--- src/rtl/helios_stream_host.sv ---
// Host-side framer for a streaming decoder: sends a latched syndrome as a byte frame and
// reassembles the returned correction word, with header checking and an rx idle watchdog.
module helios_stream_host #(
   parameter  int GRID_WIDTH_X   = 4,
   parameter  int GRID_WIDTH_Z   = 1,
   parameter  int GRID_WIDTH_U   = 3,
   parameter  int TIMEOUT_CYCLES = 1023,
   localparam int PPR    = GRID_WIDTH_X * GRID_WIDTH_Z,
   localparam int PU     = PPR * GRID_WIDTH_U,
   localparam int MBPR   = (PPR + 7) / 8,
   localparam int CBITS  = 2 * (GRID_WIDTH_X - 1) * GRID_WIDTH_Z + 1 + GRID_WIDTH_X * GRID_WIDTH_Z,
   localparam int CBYTES = (CBITS + 7) / 8
) (
   input  logic             clk,
   input  logic             reset,
   input  logic [PU-1:0]    syndrome_data,
   input  logic             syndrome_valid,
   output logic             syndrome_ready,
   output logic [7:0]       tx_data,
   output logic             tx_valid,
   input  logic             tx_ready,
   input  logic [7:0]       rx_data,
   input  logic             rx_valid,
   output logic             rx_ready,
   output logic [CBITS-1:0] correction,
   output logic             result_valid,
   input  logic             result_ready,
   output logic             frame_error,
   output logic             timeout
);

   localparam int RW  = $clog2(GRID_WIDTH_U + 1);
   localparam int BW  = $clog2(MBPR + 1);
   localparam int KW  = $clog2(CBYTES + 1);
   localparam int WDW = $clog2(TIMEOUT_CYCLES + 1);

   localparam logic [RW-1:0]  ROUND_LAST = RW'(GRID_WIDTH_U - 1);
   localparam logic [BW-1:0]  BYTE_LAST  = BW'(MBPR - 1);
   localparam logic [KW-1:0]  RX_LAST    = KW'(CBYTES - 1);
   localparam logic [WDW-1:0] WD_LAST    = WDW'(TIMEOUT_CYCLES - 1);
   localparam logic [7:0]     TX_HEADER  = 8'h01;
   localparam logic [7:0]     RX_HEADER  = 8'h02;

   typedef enum logic [2:0] {
      IDLE    = 3'd0,
      TX_HDR  = 3'd1,
      TX_DATA = 3'd2,
      RX_HDR  = 3'd3,
      RX_DATA = 3'd4,
      DONE    = 3'd5
   } state_t;

   state_t           state_q, state_d;
   logic [PU-1:0]    syn_q, syn_d;
   logic [RW-1:0]    tx_round_q, tx_round_d;
   logic [BW-1:0]    tx_byte_q, tx_byte_d;
   logic [KW-1:0]    rx_idx_q, rx_idx_d;
   logic [WDW-1:0]   wd_q, wd_d;
   logic [CBITS-1:0] corr_q, corr_d;
   logic             frame_error_q, frame_error_d;
   logic             timeout_q, timeout_d;
   logic             rst_sync_q;

   logic             tx_last_s;
   logic [KW+2:0]    rx_sh_s;
   logic [CBITS-1:0] byte_ext_s;
   logic [CBITS-1:0] byte_mask_s;
   logic [CBITS-1:0] corr_merged_s;

   // Byte `byt` of round `round`: LSB-first slice of that round, bits past the round zeroed.
   function automatic logic [7:0] tx_byte_f(input logic [PU-1:0] syn, input int round,
                                            input int byt);
      logic [7:0] b;
      int         nv;
      b  = 8'(syn >> (round * PPR + byt * 8));
      nv = PPR - byt * 8;
      if (nv < 8) begin
         b = b & 8'((9'h001 << nv) - 9'h001);
      end else begin
         b = b;
      end
      return b;
   endfunction

   // Release synchroniser: acceptance opens only from the first edge after reset deasserts.
   always_ff @(posedge clk or negedge reset) begin
      if (!reset) begin
         rst_sync_q <= 1'b0;
      end else begin
         rst_sync_q <= 1'b1;
      end
   end

   // State and datapath registers.
   always_ff @(posedge clk or negedge reset) begin
      if (!reset) begin
         state_q       <= IDLE;
         syn_q         <= '0;
         tx_round_q    <= '0;
         tx_byte_q     <= '0;
         rx_idx_q      <= '0;
         wd_q          <= '0;
         corr_q        <= '0;
         frame_error_q <= 1'b0;
         timeout_q     <= 1'b0;
      end else begin
         state_q       <= state_d;
         syn_q         <= syn_d;
         tx_round_q    <= tx_round_d;
         tx_byte_q     <= tx_byte_d;
         rx_idx_q      <= rx_idx_d;
         wd_q          <= wd_d;
         corr_q        <= corr_d;
         frame_error_q <= frame_error_d;
         timeout_q     <= timeout_d;
      end
   end

   // Stream-facing outputs decoded from registered state.
   always_comb begin
      syndrome_ready = (state_q == IDLE) && rst_sync_q;
      tx_valid       = (state_q == TX_HDR) || (state_q == TX_DATA);
      rx_ready       = (state_q == RX_HDR) || (state_q == RX_DATA);
      result_valid   = (state_q == DONE);
      correction     = corr_q;
      frame_error    = frame_error_q;
      timeout        = timeout_q;
      if (state_q == TX_HDR) begin
         tx_data = TX_HEADER;
      end else if (state_q == TX_DATA) begin
         tx_data = tx_byte_f(syn_q, int'(tx_round_q), int'(tx_byte_q));
      end else begin
         tx_data = 8'h00;
      end
   end

   // Bytes landing beyond CBITS fall off the top of the shift and are discarded.
   always_comb begin
      tx_last_s     = (tx_round_q == ROUND_LAST) && (tx_byte_q == BYTE_LAST);
      rx_sh_s       = {rx_idx_q, 3'b000};
      byte_ext_s    = CBITS'(rx_data) << rx_sh_s;
      byte_mask_s   = CBITS'(8'hFF) << rx_sh_s;
      corr_merged_s = (corr_q & ~byte_mask_s) | byte_ext_s;
   end

   // Next-state and datapath update.
   always_comb begin
      state_d       = state_q;
      syn_d         = syn_q;
      tx_round_d    = tx_round_q;
      tx_byte_d     = tx_byte_q;
      rx_idx_d      = rx_idx_q;
      wd_d          = wd_q;
      corr_d        = corr_q;
      frame_error_d = frame_error_q;
      timeout_d     = timeout_q;
      case (state_q)
         IDLE: begin
            if (syndrome_valid && syndrome_ready) begin
               syn_d      = syndrome_data;
               tx_round_d = '0;
               tx_byte_d  = '0;
               state_d    = TX_HDR;
            end else begin
               state_d = IDLE;
            end
         end
         TX_HDR: begin
            if (tx_ready) begin
               state_d = TX_DATA;
            end else begin
               state_d = TX_HDR;
            end
         end
         TX_DATA: begin
            if (tx_ready) begin
               if (tx_last_s) begin
                  state_d  = RX_HDR;
                  corr_d   = '0;
                  wd_d     = '0;
                  rx_idx_d = '0;
               end else if (tx_byte_q == BYTE_LAST) begin
                  tx_byte_d  = '0;
                  tx_round_d = tx_round_q + RW'(1);
               end else begin
                  tx_byte_d = tx_byte_q + BW'(1);
               end
            end else begin
               state_d = TX_DATA;
            end
         end
         RX_HDR: begin
            if (rx_valid) begin
               wd_d     = '0;
               rx_idx_d = '0;
               state_d  = RX_DATA;
               if (rx_data != RX_HEADER) begin
                  frame_error_d = 1'b1;
               end else begin
                  frame_error_d = frame_error_q;
               end
            end else if (wd_q == WD_LAST) begin
               timeout_d = 1'b1;
               state_d   = DONE;
            end else begin
               wd_d = wd_q + WDW'(1);
            end
         end
         RX_DATA: begin
            if (rx_valid) begin
               wd_d   = '0;
               corr_d = corr_merged_s;
               if (rx_idx_q == RX_LAST) begin
                  state_d = DONE;
               end else begin
                  rx_idx_d = rx_idx_q + KW'(1);
               end
            end else if (wd_q == WD_LAST) begin
               timeout_d = 1'b1;
               state_d   = DONE;
            end else begin
               wd_d = wd_q + WDW'(1);
            end
         end
         DONE: begin
            if (result_ready) begin
               state_d       = IDLE;
               frame_error_d = 1'b0;
               timeout_d     = 1'b0;
               wd_d          = '0;
            end else begin
               state_d = DONE;
            end
         end
         default: begin
            state_d = IDLE;
         end
      endcase
   end

endmodule

--- config.mk ---
export PLATFORM = sky130hd
export DESIGN_NAME = helios_stream_host
export DESIGN_NICKNAME = d
export VERILOG_FILES = /design/src/rtl/helios_stream_host.sv
export SDC_FILE = /design/constraint.sdc
export NUM_CORES = 1
export LEC_CHECK = 0
export BUFFER_PORTS_ARGS = -buffer_cell sky130_fd_sc_hd__buf_2
export CAP_MARGIN = 40
export CORE_ASPECT_RATIO = 1.2
export CORE_MARGIN = 1.5
export CORE_UTILIZATION = 44
export DETAILED_ROUTE_END_ITERATION = 8
export PLACE_DENSITY = 0.69
export SYNTH_ARGS = -nofsm -noshare
export SYNTH_HDL_FRONTEND = slang
export SYNTH_SLANG_ARGS = --single-unit
export TNS_END_PERCENT = 5
--- constraint.sdc ---
create_clock -name clk -period 4 [get_ports clk]
set_clock_uncertainty 0.1 [all_clocks]
set_input_delay 0.2 -clock clk [delete_from_list [all_inputs] [get_ports clk]]
set_output_delay 0.2 -clock clk [all_outputs]
set_load 0.01 [all_outputs]
==> qor.yml, run 1 <==
syn_avg_cell_area_sq_um: 10.2
cts_root_buffer: "clkbuf_8"
total_leakage_power_uw: 0.00122
dieArea_sq_mm: 0.00568
status: "complete, no violations"
required_ns: 3.70
fillers: 462
power_density_mw_per_mm2: 632
syn_area_sq_mm: 0.00230
dp.cells: 322
critPathLaunchType: "flip-flop"
grt_util_met1: 0.218
port_buffers: 46
path_cells: "inv_1 > nor2_1 > a21oi_1 > nor2_1 > buf_2"
clkSinkCount: 43
cts_tree: "yes"
path_class: "reg -> out"
grt_start_max_net_pins: 24
finalHoldViolCount: 0
post-route-min-period_ns: 2.11
n_antenna_cell: 0
clock_latency_ns: 0.29
slowest_stage: "dfrtp_1"
setup_viol: 0
worst-path-buf-inv: 2
drive_gt1_frac: 0.252
globalplace.congestion: 0.809
start_util: 0.463
synth_ff_type: "dfrtp_1"
drtPass1Iterations: 4
finalMaxSlewViolations: 0
cp_top_family: "flip-flops"
routedWlPerCell_um: 14.8
met2_usage: 0.308
hold_class: "in -> reg"
synthTopCellsByArea: "dfrtp_1 (47%), a22o_1 (4.6%), mux2_1 (4.4%)"
grt_pass1_vias: 1759
postCtsSetupBuffers: 0
ys_ff_latch: 43
cts.reportedPaths.clkPinSlew_ns: 0.08
cp_slowest_stage_delay_ns: 0.67
critPathArrivalTime_ns: 1.81
core_area_sq_mm: 0.00497
area_growth_pct: 15.3
fin_setup_tns_ns: 0
yosysMostFrequentCell: "dfrtp_1"
num_vias: 1840
synth_top_cell_area_share: 0.467
wl_mm: 4.88
grtUsageMet3: 0.0437
ir_drop_mv: 0.249
yosysSeqAreaShare: 0.467
rsz0062_at_grt: "false"
slew_headroom: 0.517
grt_pass1_wl_mm: 8.03
io_pins: 51
dp_hpwl_mm: 3.61
max_cap_violations: 0
synth_area_leader_cell: "dfrtp_1"
async_reset_ff_frac: 1.00
stdcell_count: 330
grt_overflow_total: 0
crit_fanout: 17
synth_cell_types: 48
grt_use_total: 0.175
via_per_inst: 5.58
period_share: 0.527
ant_nets: 0
clock_path_buffers: 2
cp_common_cell: "nor2_1"
syn_inst: 227
h-tree-depth: 2
drc: 0
worst_slew_pin_slew_ns: 0.718
final_nets: 301
dieHeight_um: 82.3
gr-max-usage-layer: "met2"
ys_warn_count: 0
multi_input_area_sq_mm: 0.00110
cts_buffers: 5
row_count: 28
antenna_found_initial: 0
fmax_mhz: 474
synthTopCellsByCount: "dfrtp_1 (43), a21oi_1 (18), inv_1 (13), nand2_1 (13), a22o_1 (12)"
dr.first_iter.drc_count: 55
seq_area_sq_mm: 0.00108
end_kind: "output pin"
synth_edf_count: 0
die_w_um: 69.1
per-stage QoR:
step	hold WS, ns	total power, uW	utilization	cell area, sq um	setup WS (ns)
6_report	0.0132	1680	0.534	2660	1.89
5_1_grt	0.00783	1810	0.534	2660	1.78
4_1_cts	0.0117	1700	0.534	2660	1.91
3_5_place_dp	0.106	1410	0.515	2560	1.94
3_3_place_gp	0.304	1390	0.509	2530	1.96
2_1_floorplan	-0.196	1220	-	2320	2.19
cell families (layout without fill, tap and decap cells):
group / Yosys count / after routing / share of synthesized area
muxes: 18 / 18 / 0.0852
AOI/OAI and AO/OA: 68 / 68 / 0.211
buffers and inverters: 28 / 68 / 0.0597
and+or+nand+nor: 63 / 63 / 0.147
other: 2 / 5 / 0.00326
adders and majority gates: 5 / 5 / 0.0271
DFF: 43 / 43 / 0.467
final timing paths:
path	from	end	slack, ns	cells past startpoint
hold reg to reg	syn_q[4]	syn_q[4]	0.39	1
max in group asynchronous	reset	rst_sync_q	3.00	3
setup / recovery	state_q[0]	tx_data[0]	1.89	5
hold / removal	syndrome_data[2]	syn_q[2]	0.01	2
setup reg to reg	state_q[0]	wd_q[0]	1.93	4
min in group asynchronous	reset	rx_idx_q[1]	0.31	2
worst reg2reg max path, cell delays in order (launching register included):
cell      delay [ns]
dfrtp_1         0.57
or3b_4          0.51
a21oi_4         0.45
a21boi_1        0.16
o21ai_0         0.20
layout by cell type (no fill, tap or decap), types with 2 or more instances in the layout:
cell	n
nand3b_1	2
nor3_1	7
mux2i_1	5
nand2b_1	3
a21oi_2	2
dfrtp_1	43
buf_2	46
mux2_2	4
nor2_1	11
nand2_1	13
o211ai_1	5
o32ai_1	2
a31oi_1	5
a41oi_1	2
a21oi_1	18
nand3_1	9
ha_1	5
conb_1	5
a22o_1	12
mux2_1	9
nor4_1	2
inv_1	13
o21ai_0	6
nor2b_1	5
clkbuf_8	6
o21ai_2	2
and3_1	4
o22ai_1	3
area by class of cell:
| cell class | instances | share of cell area |
|---|---|---|
| Clock buffer | 6 | 0.0311 |
| Clock inverter | 1 | 0.00188 |
| Inverter | 13 | 0.0184 |
| Multi-Input combinational cell | 159 | 0.415 |
| Sequential cell | 43 | 0.405 |
| Tap cell | 60 | 0.0282 |
| Timing Repair Buffer | 48 | 0.101 |
flip-flops by register name, summed over array words and instances (netlist names):
name	count
rx_idx_q	2
state_q	3
syn_q	12
timeout	1
correction	11
rst_sync_q	1
tx_round_q	2
wd_q	10
frame_error	1
metal layers:
metal  vias to the layer above  wire length (um)
met1                       884              2280
met4                         0                52
met5                         -                 0
met2                        39              2340
met3                         5               210
li1                        912                 -
timing repair:
item	4_1_cts	5_1_grt
hold buffers	1	0
gates resized for setup	0	0
hold endpoints to repair	20	0
power breakdown:
part / total, uW / switching [uW] / internal [uW]
clock: 281 / 146 / 136
sequential: 730 / 144 / 586
combinational: 669 / 356 / 313
total: 1680 / 646 / 1030
No activity file was read; power rests on OpenSTA's default activity.
==> run 2, diff against run 1 <==
Settings changed: PLACE_DENSITY 0.69 to 0.72.
Clock period 4 ns to 1.85 ns, I/O delays scaled along.
==> run 2 against run 1 <==
Count of clock-buffer cells in the layout unchanged. Setup slack worse by 1.8 ns. Core utilization increased by 7.2 points. Register-to-register slack worse by 1.8 ns. Via count rose by 9.7%. Total power rose by 130%. Sequential cell count did not move. Global-route usage rose by 2.3 points. Die area did not move. Critical endpoint is now tx_valid. Largest cell class unchanged. Largest power group is now combinational logic.
==> qor.yml, run 2 (synthesized netlist as in run 1, its figures left out) <==
dieArea_sq_mm: 0.00568  # unchanged
required_ns: 1.66  # was 3.70 ns
start_util: 0.463  # unchanged
drtPass1Iterations: 4  # unchanged
total_leakage_power_uw: 0.00139  # was 0.00122 uW
layout_commonest_cell: "buf_2"  # unchanged
ir_drop_mv: 0.598  # was 0.249 mV
seq_area_sq_mm: 0.00108  # about the same
row_count: 28  # unchanged
drc: 0  # unchanged
routedWlPerCell_um: 14.4  # was 14.8 um
io_pins: 51  # unchanged
port_buffers: 46  # unchanged
final_cell_mix: "buf_2 (46), dfrtp_1 (42), dlygate4sd3_1 (23)"  # was buf_2 (46), dfrtp_1 (43), a21oi_1 (18)
grt_overflow_total: 0  # unchanged
clock_path_buffers: 2  # unchanged
top_register: "syn_q"  # unchanged
end_kind: "output pin"  # unchanged
finalMaxSlewViolations: 0  # unchanged
clock_latency_ns: 0.29  # about the same
stdcell_count: 367  # was 330
fmax_mhz: 568
dp_hpwl_mm: 3.79  # was 3.61 mm
largest_reg_flops: 12  # unchanged
post-route-min-period_ns: 1.76
dr.first_iter.drc_count: 112  # was 55
h-tree-depth: 2  # unchanged
ant_nets: 0  # unchanged
hold_class: "in -> reg"  # unchanged
via_per_inst: 5.50  # was 5.58
power_density_mw_per_mm2: 1290  # was 632 mW/mm^2
globalplace.congestion: 0.923  # was 0.809
finalHoldViolCount: 0  # unchanged
fillers: 434  # was 462
multi_input_area_sq_mm: 0.00112  # was 0.00110 sq mm
final_nets: 338  # was 301
max_cap_violations: 0  # unchanged
area_growth_pct: 30.9  # was 15.3%
fin_setup_tns_ns: 0  # unchanged
path_class: "reg -> out"  # unchanged
critPathArrivalTime_ns: 1.57  # was 1.81 ns
grt_start_max_net_pins: 24  # unchanged
clkSinkCount: 43  # unchanged
fin_total_pwr_uw: 3890  # was 1680 uW
worst_slew_pin_slew_ns: 0.512  # was 0.718 ns
cts.reportedPaths.clkPinSlew_ns: 0.08  # about the same
drive_gt1_frac: 0.290  # was 0.252
grt_use_total: 0.198  # was 0.175
postCtsSetupBuffers: 0  # unchanged
wl_mm: 5.29  # was 4.88 mm
grt_pass1_vias: 1998  # was 1759
grt_pass1_wl_mm: 9.05  # was 8.03 mm
setup_viol: 0  # unchanged
num_vias: 2019  # was 1840
cts_buffers: 5  # unchanged
status: "complete, no violations"  # unchanged
post-route-util: 0.607  # was 0.534
critPathLaunchType: "flip-flop"  # unchanged
cts_root_buffer: "clkbuf_8"  # unchanged
n_antenna_cell: 0  # unchanged
die_w_um: 69.1  # unchanged
dieHeight_um: 82.3  # unchanged
period_share: 0.951
core_area_sq_mm: 0.00497  # unchanged
antenna_found_initial: 0  # unchanged
slew_headroom: 0.659  # was 0.517
cts_tree: "yes"  # unchanged
crit_fanout: 13  # was 17
rsz0062_at_grt: "false"  # unchanged
dp.cells: 337  # was 322
## run 2: changes by cell type in the layout (fill, tap and decap cells not counted), sizes merged
cell,before,now
dlygate4sd3,1,23
buf,47,62
## run 2: path summary, 6_finish.rpt
path | depth (start not counted) | from | endpoint | slack [ns]
hold reg to reg | 1 | syn_q[8] | syn_q[8] | 0.40
setup reg to reg | 5 | state_q[2] | wd_q[1] | 0.13
max in group asynchronous | 3 | reset | state_q[1] | 0.95
setup / recovery | 5 | state_q[0] | tx_valid | 0.09
min in group asynchronous | 2 | reset | rx_idx_q[1] | 0.19
hold / removal | 3 | rx_valid | frame_error | 0.18
## run 2: power by group
group | switching (uW) | leakage (uW) | internal, uW | total [uW]
Clock | 316 | 0.0000470 | 293 | 609
Sequential | 238 | 0.000552 | 1270 | 1510
Combinational | 913 | 0.000790 | 855 | 1770
## run 2: worst max-delay path: stages, from the launching register on
cell and delay, ns:
dfrtp_1 0.44, buf_4 0.21, inv_1 0.21, nor2_2 0.09, o21ba_2 0.20, buf_2 0.14
## run 2: layout make-up
class                   instances  area share
multi-input cells             159       0.372
flip-flops and latches         43       0.357
repair buffers                 85       0.201
clock buffers                   6      0.0274
well taps                      60      0.0249
inverters                      13      0.0162
clock inverters                 1     0.00166
## run 2: repair_timing
action	in CTS	in global routing
endpoints found under the hold margin	45	0
gates resized for setup	0	7
hold buffers	23	0
setup endpoints to repair	0	14
## run 2: layer usage
| metal | track usage | vias up | part of all wire |
|---|---|---|---|
| met1 | 0.255 | 963 | 0.45 |
| met2 | 0.337 | 62 | 0.48 |
| li1 | - | 984 | - |
| met5 | 0 | - | 0 |
| met4 | 0.0667 | 0 | 0.019 |
| met3 | 0.0425 | 10 | 0.049 |
## run 2: per-stage QoR
| stage | hold slack [ns] | instance area [sq um] | setup WS, ns |
|---|---|---|---|
| after detailed placement | -0.0103 | 2680 | 0.0389 |
| after CTS | 0.168 | 3000 | 0.0129 |
| after floorplan | -0.303 | 2320 | 0.0433 |
| final | 0.181 | 3020 | 0.0906 |
| after global routing | 0.221 | 3020 | 0.0134 |
| after global placement | -0.0161 | 2680 | 0.0715 |
==> run 3, diff against run 2 <==
Settings changed: CELL_PAD_IN_SITES_DETAIL_PLACEMENT from default to 0, CELL_PAD_IN_SITES_GLOBAL_PLACEMENT from default to 1, CORE_UTILIZATION 44 to 37, PLACE_DENSITY 0.72 to 0.77, REMOVE_ABC_BUFFERS from default to 1.
==> run 3 against run 2 <==
Via count down 1.2%. Global-route usage decreased by 2.1 points. Maximum frequency up 1.8%. Count of clock-buffer cells in the layout is 2 higher. Setup slack gained 0.031 ns. Total power increased by 3.3%. Largest cell class unchanged. Highest routed layer unchanged.
==> qor.yml, run 3 (synthesized netlist as in run 1, its figures left out) <==
status: "complete, no violations"  # unchanged
dieHeight_um: 89.5  # was 82.3 um
clock_latency_ns: 0.29  # about the same
slowest_stage: "dfrtp_1"  # unchanged
end_kind: "output pin"  # unchanged
via_per_inst: 5.06  # was 5.50
r2r_cells: 6  # was 5
r2r_setup_slack_ns: 0.13  # about the same
routedWlPerCell_um: 14.1  # was 14.4 um
hold_class: "in -> reg"  # unchanged
row_count: 31  # was 28
start_util: 0.383  # was 0.463
ant_nets: 0  # unchanged
core_area_sq_mm: 0.00601  # was 0.00497 sq mm
n_antenna_cell: 0  # unchanged
cts.reportedPaths.clkPinSlew_ns: 0.08  # about the same
grt_pass1_vias: 1961  # was 1998
fillers: 576  # was 434
grt_start_max_net_pins: 24  # unchanged
grt_pass1_wl_mm: 9.18  # was 9.05 mm
hold-path-cell-count: 3  # unchanged
layout_commonest_cell: "buf_2"  # unchanged
area_growth_pct: 34.1  # was 30.9%
die_w_um: 75.0  # was 69.1 um
worst_slew_pin_slew_ns: 0.550  # was 0.512 ns
ir_drop_mv: 0.620  # was 0.598 mV
rsz0062_at_grt: "false"  # unchanged
grt_use_total: 0.178  # was 0.198
max_cap_violations: 0  # unchanged
finalMaxSlewViolations: 0  # unchanged
finalHoldViolCount: 0  # unchanged
largest_reg_flops: 12  # unchanged
drive_gt1_frac: 0.288  # was 0.290
drtPass1Iterations: 4  # unchanged
cts_tree: "yes"  # unchanged
post-route-util: 0.514  # was 0.607
clock_path_buffers: 2  # unchanged
cts_buffers: 5  # unchanged
clkSinkCount: 43  # unchanged
top_register: "syn_q"  # unchanged
dieArea_sq_mm: 0.00671  # was 0.00568 sq mm
antenna_found_initial: 0  # unchanged
worstHoldStart: "rx_valid"  # unchanged
globalplace.congestion: 0.759  # was 0.923
path_class: "reg -> out"  # unchanged
hold_end: "frame_error"  # unchanged
critPathArrivalTime_ns: 1.54  # was 1.57 ns
grt_overflow_total: 0  # unchanged
wl_mm: 5.55  # was 5.29 mm
io_pins: 51  # unchanged
slew_headroom: 0.633  # was 0.659
postCtsSetupBuffers: 0  # unchanged
drc: 0  # unchanged
cts_root_buffer: "clkbuf_8"  # unchanged
cp_slowest_stage_delay_ns: 0.43  # was 0.44 ns
r2r-end: "wd_q[6]"  # was wd_q[1]
crit_fanout: 8  # was 13
fin_setup_tns_ns: 0  # unchanged
dr.first_iter.drc_count: 100  # was 112
period_share: 0.934  # was 0.951
setup_viol: 0  # unchanged
dp_hpwl_mm: 4.02  # was 3.79 mm
total_leakage_power_uw: 0.00142  # was 0.00139 uW
critPathLaunchType: "flip-flop"  # unchanged
final_nets: 342  # was 338
power_density_mw_per_mm2: 1300  # was 1290 mW/mm^2
final_cell_mix: "buf_2 (46), dfrtp_1 (43), dlygate4sd3_1 (23)"  # was buf_2 (46), dfrtp_1 (42), dlygate4sd3_1 (23)
required_ns: 1.66  # about the same
fmax_mhz: 579  # was 568 MHz
path_cells: "buf_4 > inv_1 > nor2_1 > o21ba_2 > buf_2"  # was buf_4 > inv_1 > nor2_2 > o21ba_2 > buf_2
post-route-min-period_ns: 1.73  # was 1.76 ns
reg2reg_from: "wd_q[1]"  # was state_q[2]
num_vias: 1994  # was 2019
port_buffers: 46  # unchanged
h-tree-depth: 2  # unchanged
[run 3: cell types whose count changed in the layout (fill, tap and decap cells not counted), sizes merged]
cell    before  now
clkbuf       6    8
buf         62   66
clkinv       1    0
[run 3: worst max path at each step]
stage | from | end | cells past startpoint
2_1_floorplan | state_q[0] | syn_q[10] | 3
3_3_place_gp | wd_q[1] | wd_q[6] | 6
3_5_place_dp | wd_q[1] | wd_q[6] | 6
4_1_cts | wd_q[1] | wd_q[6] | 6
5_1_grt | state_q[0] | tx_data[0] | 6
6_report | state_q[0] | tx_valid | 5
[run 3: final cells by class]
type	count	area, sq um	area share
clock buffer	8	100	0.0324
sequential	43	1080	0.348
timing repair buffer	89	648	0.210
inverter	13	48.8	0.0158
tap	82	103	0.0332
multi-input combinational	159	1110	0.361
[run 3: through the flow]
step	area (sq um)	hold slack [ns]	cells	total power [uW]	setup WS, ns
4_1_cts	3080	0.180	394	4040	0.0295
3_5_place_dp	2750	0.0176	363	3340	0.0492
6_report	3090	0.188	394	4010	0.122
2_1_floorplan	2230	-0.303	215	2540	-0.0522
3_3_place_gp	2750	0.00191	363	3300	0.101
5_1_grt	3090	0.204	394	4350	0.00597
[run 3: what timing repair did]
action                                  in CTS  in global routing
gates resized for setup                      0                  4
hold endpoints to repair                    47                  0
hold buffers                                23                  0
endpoints found under the setup margin       0                 12
[run 3: where the power goes]
group | leakage (uW) | internal (uW) | switching, uW
clock | 0.0000515 | 341 | 309
combinational | 0.000813 | 931 | 941
sequential | 0.000553 | 1270 | 223
[run 3: critical path: cells and delay by family, from the launching register on]
kind | cells | cell delay (ns)
and+or+nand+nor | 1 | 0.11
buffers and inverters | 3 | 0.49
DFF | 1 | 0.43
AOI/OAI and AO/OA | 1 | 0.21
[run 3: layer usage]
metal  part of all wire  GRT usage  vias up
met2               0.50      0.298       35
li1                   -          -      997
met4             0.0077     0.0496        0
met1               0.46      0.233      957
met5                  0          0        -
met3              0.027     0.0327        5
